===== src/rtl/fruit_split_launcher.sv =====
// Launch controller for the two fruit-half motion stages: splits a slice event into
// left/right half initial values and holds Initialize for exactly one frame edge.
// Optional build macro SPLIT_JITTER_EN adds LFSR-driven +/-1 X-velocity jitter.
module fruit_split_launcher #(
   parameter int DATA_W            = 32,
   parameter int SPLIT_OFFSET      = 8,
   parameter int SPLIT_DX          = 2,
   parameter int POP_DY            = 3,
   parameter int V_MAX             = 12,
   parameter int MIN_FLIGHT_FRAMES = 4
) (
   input  logic                     Clk,
   input  logic                     Reset,
   input  logic                     frame_clk_rising_edge,
   input  logic                     slice_req,
   input  logic signed [DATA_W-1:0] fruit_x,
   input  logic signed [DATA_W-1:0] fruit_y,
   input  logic signed [DATA_W-1:0] fruit_vx,
   input  logic signed [DATA_W-1:0] fruit_vy,
   input  logic                     h1_out_of_screen,
   input  logic                     h2_out_of_screen,
   output logic                     slice_ack,
   output logic                     busy,
   output logic                     h1_init,
   output logic                     h2_init,
   output logic signed [DATA_W-1:0] h1_x,
   output logic signed [DATA_W-1:0] h1_y,
   output logic signed [DATA_W-1:0] h1_vx,
   output logic signed [DATA_W-1:0] h1_vy,
   output logic signed [DATA_W-1:0] h2_x,
   output logic signed [DATA_W-1:0] h2_y,
   output logic signed [DATA_W-1:0] h2_vx,
   output logic signed [DATA_W-1:0] h2_vy,
   output logic [7:0]               drop_count
);

   localparam int CNT_W = $clog2(MIN_FLIGHT_FRAMES + 1);
   localparam logic [CNT_W-1:0]         FR_MAX = CNT_W'(MIN_FLIGHT_FRAMES);
   localparam logic signed [DATA_W-1:0] OFF_S  = DATA_W'(SPLIT_OFFSET);
   localparam logic signed [DATA_W-1:0] DX_S   = DATA_W'(SPLIT_DX);
   localparam logic signed [DATA_W-1:0] DY_S   = DATA_W'(POP_DY);
   localparam logic signed [DATA_W-1:0] VMAX_S = DATA_W'(V_MAX);
   localparam logic signed [DATA_W-1:0] VMIN_S = -VMAX_S;

   typedef enum logic [1:0] {IDLE, ARMED, FLY} state_t;

   state_t             state_q, state_d;
   logic [CNT_W-1:0]   frames_q;
   logic signed [DATA_W-1:0] jit_p0;
   logic signed [DATA_W-1:0] h1_vx_p0, h2_vx_p0, hv_vy_p0;

   function automatic logic signed [DATA_W-1:0] clamp_v(input logic signed [DATA_W-1:0] v);
      if (v > VMAX_S)      return VMAX_S;
      else if (v < VMIN_S) return VMIN_S;
      else                 return v;
   endfunction

`ifdef SPLIT_JITTER_EN
   logic [15:0] lfsr_q;

   always_ff @(posedge Clk) begin
      if (Reset)
         lfsr_q <= 16'hACE1;
      else if (frame_clk_rising_edge)
         lfsr_q <= {lfsr_q[14:0], lfsr_q[15] ^ lfsr_q[13] ^ lfsr_q[12] ^ lfsr_q[10]};
   end

   always_comb begin
      jit_p0 = '0;
      case (lfsr_q[1:0])
         2'b00:   jit_p0 = -DATA_W'(1);
         2'b11:   jit_p0 = DATA_W'(1);
         default: jit_p0 = '0;
      endcase
   end
`else
   assign jit_p0 = '0;
`endif

   // p0: launch values computed combinationally from the slice event
   assign h1_vx_p0 = clamp_v(fruit_vx - DX_S + jit_p0);
   assign h2_vx_p0 = clamp_v(fruit_vx + DX_S - jit_p0);
   assign hv_vy_p0 = clamp_v(fruit_vy - DY_S);

   always_comb begin
      state_d   = state_q;
      slice_ack = 1'b0;
      busy      = (state_q != IDLE);
      h1_init   = (state_q == ARMED);
      h2_init   = (state_q == ARMED);
      case (state_q)
         IDLE: begin
            slice_ack = slice_req && !Reset;
            if (slice_req) state_d = ARMED;
         end
         ARMED: if (frame_clk_rising_edge) state_d = FLY;
         FLY: if (frames_q == FR_MAX && h1_out_of_screen && h2_out_of_screen) state_d = IDLE;
         default: state_d = IDLE;
      endcase
   end

   // p1: registered launch values, flight counter and drop counter
   always_ff @(posedge Clk) begin
      if (Reset) begin
         state_q    <= IDLE;
         frames_q   <= '0;
         drop_count <= '0;
         h1_x <= '0; h1_y <= '0; h1_vx <= '0; h1_vy <= '0;
         h2_x <= '0; h2_y <= '0; h2_vx <= '0; h2_vy <= '0;
      end else begin
         state_q <= state_d;
         if (slice_ack) begin
            h1_x  <= fruit_x - OFF_S;
            h2_x  <= fruit_x + OFF_S;
            h1_y  <= fruit_y;
            h2_y  <= fruit_y;
            h1_vx <= h1_vx_p0;
            h2_vx <= h2_vx_p0;
            h1_vy <= hv_vy_p0;
            h2_vy <= hv_vy_p0;
         end
         if (slice_req && state_q != IDLE && drop_count != 8'hFF)
            drop_count <= drop_count + 8'd1;
         // A stale out_of_screen cannot end the flight until enough frames have passed
         if (state_q == ARMED && frame_clk_rising_edge)
            frames_q <= '0;
         else if (state_q == FLY && frame_clk_rising_edge && frames_q != FR_MAX)
            frames_q <= frames_q + CNT_W'(1);
      end
   end

endmodule


===== config.mk =====
export PLATFORM = sky130hd
export DESIGN_NAME = fruit_split_launcher
export DESIGN_NICKNAME = d
export VERILOG_FILES = /design/src/rtl/fruit_split_launcher.sv
export SDC_FILE = /design/constraint.sdc
export NUM_CORES = 1
export LEC_CHECK = 0
export CORE_UTILIZATION = 47
export CTS_CLUSTER_SIZE = 12
export DETAILED_ROUTE_END_ITERATION = 6
export PLACE_DENSITY_LB_ADDON = 0.12
export SETUP_SLACK_MARGIN = 0.02
export SKIP_LAST_GASP = 1
export SYNTH_ARGS = -nofsm -noshare
export SYNTH_HDL_FRONTEND = slang
export SYNTH_SLANG_ARGS = --single-unit

===== constraint.sdc =====
create_clock -name Clk -period 4.6 [get_ports Clk]
set_input_delay 0.46 -clock Clk [delete_from_list [all_inputs] [get_ports Clk]]
set_output_delay 0.46 -clock Clk [all_outputs]
set_load 0.02 [all_outputs]

Word-level counts from Yosys, hierarchy flattened
Index checks and enable logic that the tools add are counted.
{"block": "op_classes", "eq_ne": 8, "addsub": 7, "reduce_logical": 13, "muxes": 11, "magnitude_cmp": 6}
{"op": "$mux 32", "count": 6}
{"op": "$gt 32x5->1 const B", "count": 3}
{"op": "$lt 32x5->1 const B", "count": 3}
{"op": "$sub 32x3->32 const B", "count": 2}
{"op": "$add 32x3->32 const B", "count": 1}
{"op": "$add 32x5->32 const B", "count": 1}
{"op": "$sub 32x5->32 const B", "count": 1}
{"op": "$add 8x1->8 const B", "count": 1}
{"op": "$logic_and 1x1->1", "count": 8}
{"op": "$ne 8x8->1 const B", "count": 1}
{"op": "$mux 2", "count": 3}
{"op": "$ne 2x2->1 const B", "count": 3}
{"op": "$pmux 2 s3", "count": 1}
{"op": "$add 3x1->3 const B", "count": 1}
{"op": "$eq 3x3->1 const B", "count": 1}
{"op": "$ne 3x3->1 const B", "count": 1}
{"op": "$reduce_and 3->1", "count": 1}
{"op": "$eq 2x1->1 const B", "count": 1}
{"op": "$eq 2x2->1 const B", "count": 1}
{"op": "$logic_not 2->1", "count": 1}
{"op": "$reduce_bool 2->1", "count": 1}
{"op": "$reduce_or 2->1", "count": 1}
{"op": "$logic_not 1->1", "count": 1}
{"op": "$mux 1", "count": 1}
{"block": "word_totals", "inputBits": 134, "out_inout_bits": 268, "ff_bits": 205}

Depth between registers and ports, before layout
Gate-level depths: netlist (run 1).
{"block": "depth", "depth_word": 5, "mapped_depth": 17, "depth_no_buf": 14}

Worst setup path after synthesis (run 1)
OpenSTA, ideal clock, no wires.
{"block": "synth_path", "path_type": "input port to flip-flop", "startpoint": "input fruit_vy[10]", "endpoint": "register h2_vy[3]", "setup_ns": 0.119, "path_stages": 14, "setup_slack_ns": 0.553, "arrival_ns": 3.929, "t_required_ns": 4.481, "n_path_buf": 3, "cell_sequence": "buf_6 or4_4 or4_4 buf_6 nor3_2 xor2_1 nand3_1 or4_1 nor4_1 nand3_1 ha_1 clkbuf_1 o21ai_0 o221a_2"}
{"block": "synth_between", "elab_chain_len": 4, "elab_cells_between_ends": 5}
{"element": "from (decl)", "line_no": "19", "source": "input logic signed [DATA_W-1:0] fruit_vy,"}
{"element": "$sub 32x3->32 (*)", "line_no": "83", "source": "assign hv_vy_p0 = clamp_v(fruit_vy - DY_S);"}
{"element": "$lt 32x5->1", "line_no": "54", "source": "else if (v < VMIN_S) return VMIN_S;"}
{"element": "$mux 32", "line_no": "54"}
{"element": "$mux 32 (*)", "line_no": "53", "source": "if (v > VMAX_S) return VMAX_S;"}
{"element": "to (signal assigned)", "line_no": "120", "source": "h2_vy <= hv_vy_p0;"}
{"element": "to (decl)", "line_no": "33", "source": "output logic signed [DATA_W-1:0] h2_vy,"}
Every way passes the cells marked *; elsewhere a longest branch is shown, timed or not.
A chain may end at the register's enable or synchronous reset.

Final worst setup path (run 1)
{"block": "layout_path", "startpoint": "input fruit_vy[8]", "endpoint": "register h2_vy[27]"}
The elaborated chain is that of the path after synthesis.

==> qor.log, run 1 <==
[power] Clock Power Share 0.382
[worst_setup_path] required time at the worst-slack endpoint 5.05 ns
[synthesis] average size of a mapped cell 7.581 µm²
[status] outcome completed
[cts] clock tree from TritonCTS done
[timing] ratio of final minimum period to clock period 0.8839
[power] switching power 1.585 mW
[timing] Total Negative Setup Slacks 0 ns
[power] fraction of power consumed by combinational cells 0.249
[grt] remaining global-route overflow 0
[synthesis] dominant register cell in the synthesized netlist dfxtp_1
[finish] final layout net count 2,081
[synthesis] top-area cell type share of the netlist area 0.3282
[worst_setup_path] capturing instance or port of the critical path h2_vy[27]$_SDFFE_PP0P_
[hold_path] Hold WC Path Type in2reg
[grt] via count of the first global-routing pass 11,850
[cts] insertion delay of the later-clocked pin in the worst-skew pair 0.52 ns
[power] power per unit of standard cell area 307.8 nW/µm²
[floorplan] number of top-level pins 402
[power] sequential share of power 0.369
[route] Pre-antenna DRT Iters 5
[timing] final setup vio count 0
[finish] number of diodes added for antenna fixing 0
[synthesis] post-synthesis cell type with the largest combined area dfxtp_1
[worst_setup_path] arrival time of data at the critical path endpoint 4.52 ns
[cts] clock transition at the register clock pins on the worst setup and hold paths after CTS 0.06 ns
[synthesis] count of unique library cells instantiated by Yosys 77
[floorplan] area of the die 26,730 µm²
[cts] clock tree buffer depth 3
[synthesis] Post-synth ARST share 0
[synthesis] number of synthesized register bits 201
[timing] final number of max-transition violations 0
[timing] final number of hold-violating endpoints 0
[power] switching share of power 0.2996
[timing] setup repair after global routing missed its margin false
[power] Internal 3.704 mW
[grt] largest net degree at the start of global routing 81
[place] dpl hpwl 32,770 µm
[route] count of nets left with antenna violations after detail routing 0
[timing] achievable frequency 245.9 MHz
[grt] GRT Util Overall 0.3074
[timing] slew at the pin closest to its max-slew limit 0.8780 ns
[worst_setup_path] type of destination of the critical path flip-flop
[timing] crit path time final 4.066 ns
[worst_setup_path] worst setup path class in2reg
[floorplan] Std-Cell Core Area 25,400 µm²
[route] DRC viols 0
[place] global placer's final weighted congestion 0.9417
[power] peak supply drop 0.2705 mV
[timing] clock skew 0.008222 ns
[synthesis] Yosys warnings 0
[finish] share of final-layout standard cells stronger than drive strength 1 0.08611
[synthesis] Mapped Area 12,260 µm²
[power] static power due to leakage 6.031 nW
[timing] worst max-slew margin expressed relative to the limit 0.4146
[cts] CTS Root Cell clkbuf_16
[worst_setup_path] worst r2r path cells 6
[worst_setup_path] Reg2Reg Launch Point state_q[1]$_SDFFE_PP0P_
[synthesis] sequential cell area fraction in the yosys report 0.3282
[finish] Layout Area Growth over Synthesis 40.18%
[route] wire length per cell after detailed routing 18.86 µm
[timing] worst hold slack after final layout 0.3319 ns
[route] Avg Vias per Cell 5.642
[cts] hold buffer count at CTS 0
[floorplan] die boundary height 163.5 µm
[synthesis] ranking of synthesized cells by area dfxtp_1, nand2_1, nor2_1
[worst_setup_path] highest net fanout along the worst path 8
[synthesis] number of enable flip-flop cells after synthesis 0
[route] DR vias 12,870
[floorplan] initial cell density of the core 0.4827
[power] total power draw 5.289 mW
[route] number of DRC markers in iteration 0 1,163
[cts] postcts setup bufs 0
[cts] cts bufs inserted 24
[synthesis] cell count after synthesis 1,617
[synthesis] most common library cells after synthesis nand2_1, dfxtp_1, nor2_1
[worst_setup_path] worst setup path startpoint fruit_vy[8]
[route] wire length reported by the detailed router 43,010 µm
[floorplan] Row Count 58
[worst_setup_path] setup slack of the worst register-to-register path 1.83 ns
[cts] Sink Count 201
[worst_setup_path] startpoint type of the worst setup path primary input
[grt] number of antenna violations at the first check in global routing 0
[worst_setup_path] worst reg2reg path endpoint h1_x[17]$_SDFFE_PP0P_
[floorplan] DIE WIDTH 163.5 µm
[finish] fin util 0.6766
[place] Buffers on Ports 401
[cts] count of instances resized after the clock tree is built 0
[synthesis] most common cell in the netlist nand2_1
[grt] wire length of the first global-routing pass 65,320 µm
[synthesis] number of nets in the synthesized netlist 1,764
[flow_run] count of maximum capacitance violations 0
[cts] number of levels in the clock H-tree 1
-- how the worst min path moves through the flow --
stage	from	to	slack [ns]	cells past startpoint
3_5_place_dp	h2_vx[0]$_SDFFE_PP0P_	h2_vx[0]$_SDFFE_PP0P_	0.44	2
2_1_floorplan	frames_q[1]$_SDFFE_PP0P_	frames_q[1]$_SDFFE_PP0P_	0.49	2
3_3_place_gp	h2_vx[0]$_SDFFE_PP0P_	h2_vx[0]$_SDFFE_PP0P_	0.43	2
4_1_cts	Reset	drop_count[4]$_SDFFE_PP0P_	0.32	2
6_report	Reset	drop_count[4]$_SDFFE_PP0P_	0.33	2
5_1_grt	Reset	drop_count[2]$_SDFFE_PP0P_	0.33	2
-- power groups by stage --
stage          clock [mW]  sequential [mW]  combinational [mW]
2_1_floorplan           0             2.12               0.567
5_1_grt              2.12             1.97                1.41
4_1_cts              2.04             1.95                1.31
3_3_place_gp            0             1.98                1.30
6_report             2.02             1.95                1.32
3_5_place_dp            0             1.99                1.31
-- sequential cells by signal, indices dropped and copies added, names as in the netlist, 3 cells and up --
name	flops
h1_vx	32
h2_vy	32
h1_x	32
drop_count	8
h2_x	28
h2_y	32
frames_q	3
h2_vx	32
-- worst max-delay path, stage by stage --
cell,delay (ns)
clkdlybuf4s50_1,0.42
or4_1,0.68
or4_4,0.55
nor3_2,0.20
xor2_1,0.19
nand3_1,0.09
or4_1,0.43
nor4_1,0.32
nand3_1,0.13
ha_1,0.48
nor3_1,0.10
or3_1,0.32
a21oi_1,0.14
-- metrics by stage --
stage	instances	area [µm²]	setup WS, ns
after floorplan	1617	12260	0.5526
after global placement	2238	16330	0.1186
after detailed placement	2238	16330	0.07281
after CTS	2281	17190	0.5751
after global routing	2281	17190	0.3352
final	2281	17190	0.5340
-- cells by family after synthesis --
logic type / share of synthesized area
adder cells (fa/ha/maj): 0.01327
buffers and inverters: 0.09216
flip-flops: 0.3282
AO/OA/AOI/OAI: 0.1736
multiplexers: 0.01266
XOR/XNOR: 0.09002
AND/OR/NAND/NOR: 0.2901
-- routing by layer --
layer | vias to the layer above | routed length, µm | GRT usage | share of wire
met1 | 6002 | 18210 | 0.4053 | 0.42
li1 | 6263 | - | - | -
met5 | - | 0 | 0 | 0
met2 | 536 | 20310 | 0.5079 | 0.47
met3 | 69 | 3352 | 0.05028 | 0.078
met4 | 0 | 1136 | 0.1006 | 0.026
-- placed cells by master (no fill, tap or decap), types with 14 or more instances in the layout --
| cell | count |
|---|---|
| o21ai_0 | 41 |
| nor2b_1 | 31 |
| xnor2_1 | 69 |
| or3_1 | 20 |
| o31ai_1 | 26 |
| o21ai_1 | 52 |
| clkdlybuf4s50_1 | 400 |
| a21oi_1 | 78 |
| a211oi_1 | 45 |
| and3_1 | 14 |
| nand2_1 | 211 |
| buf_4 | 87 |
| or4_1 | 18 |
| nand3_1 | 52 |
| inv_1 | 19 |
| dfxtp_1 | 201 |
| nor2_1 | 167 |
| xor2_1 | 57 |
| nor3_1 | 73 |
| clkbuf_16 | 24 |
| nand4_1 | 30 |
| nor4_1 | 35 |
-- area by class of cell --
cell class                 instances  area, µm²
multi-input combinational       1199       7124
inverter                          19      71.32
timing repair buffer             489       4697
clock inverter                    10      141.4
fill                            2222       8214
sequential                       201       4024
tap                              330      412.9
clock buffer                      33      714.4
No activity file was read; power rests on OpenSTA's default activity.
==> run 2: changes to the inputs <==
- SETUP_SLACK_MARGIN: 0.02 -> default
==> results of run 2 <==
No change in the layout: final DEF, timing and power equal those of run 1.
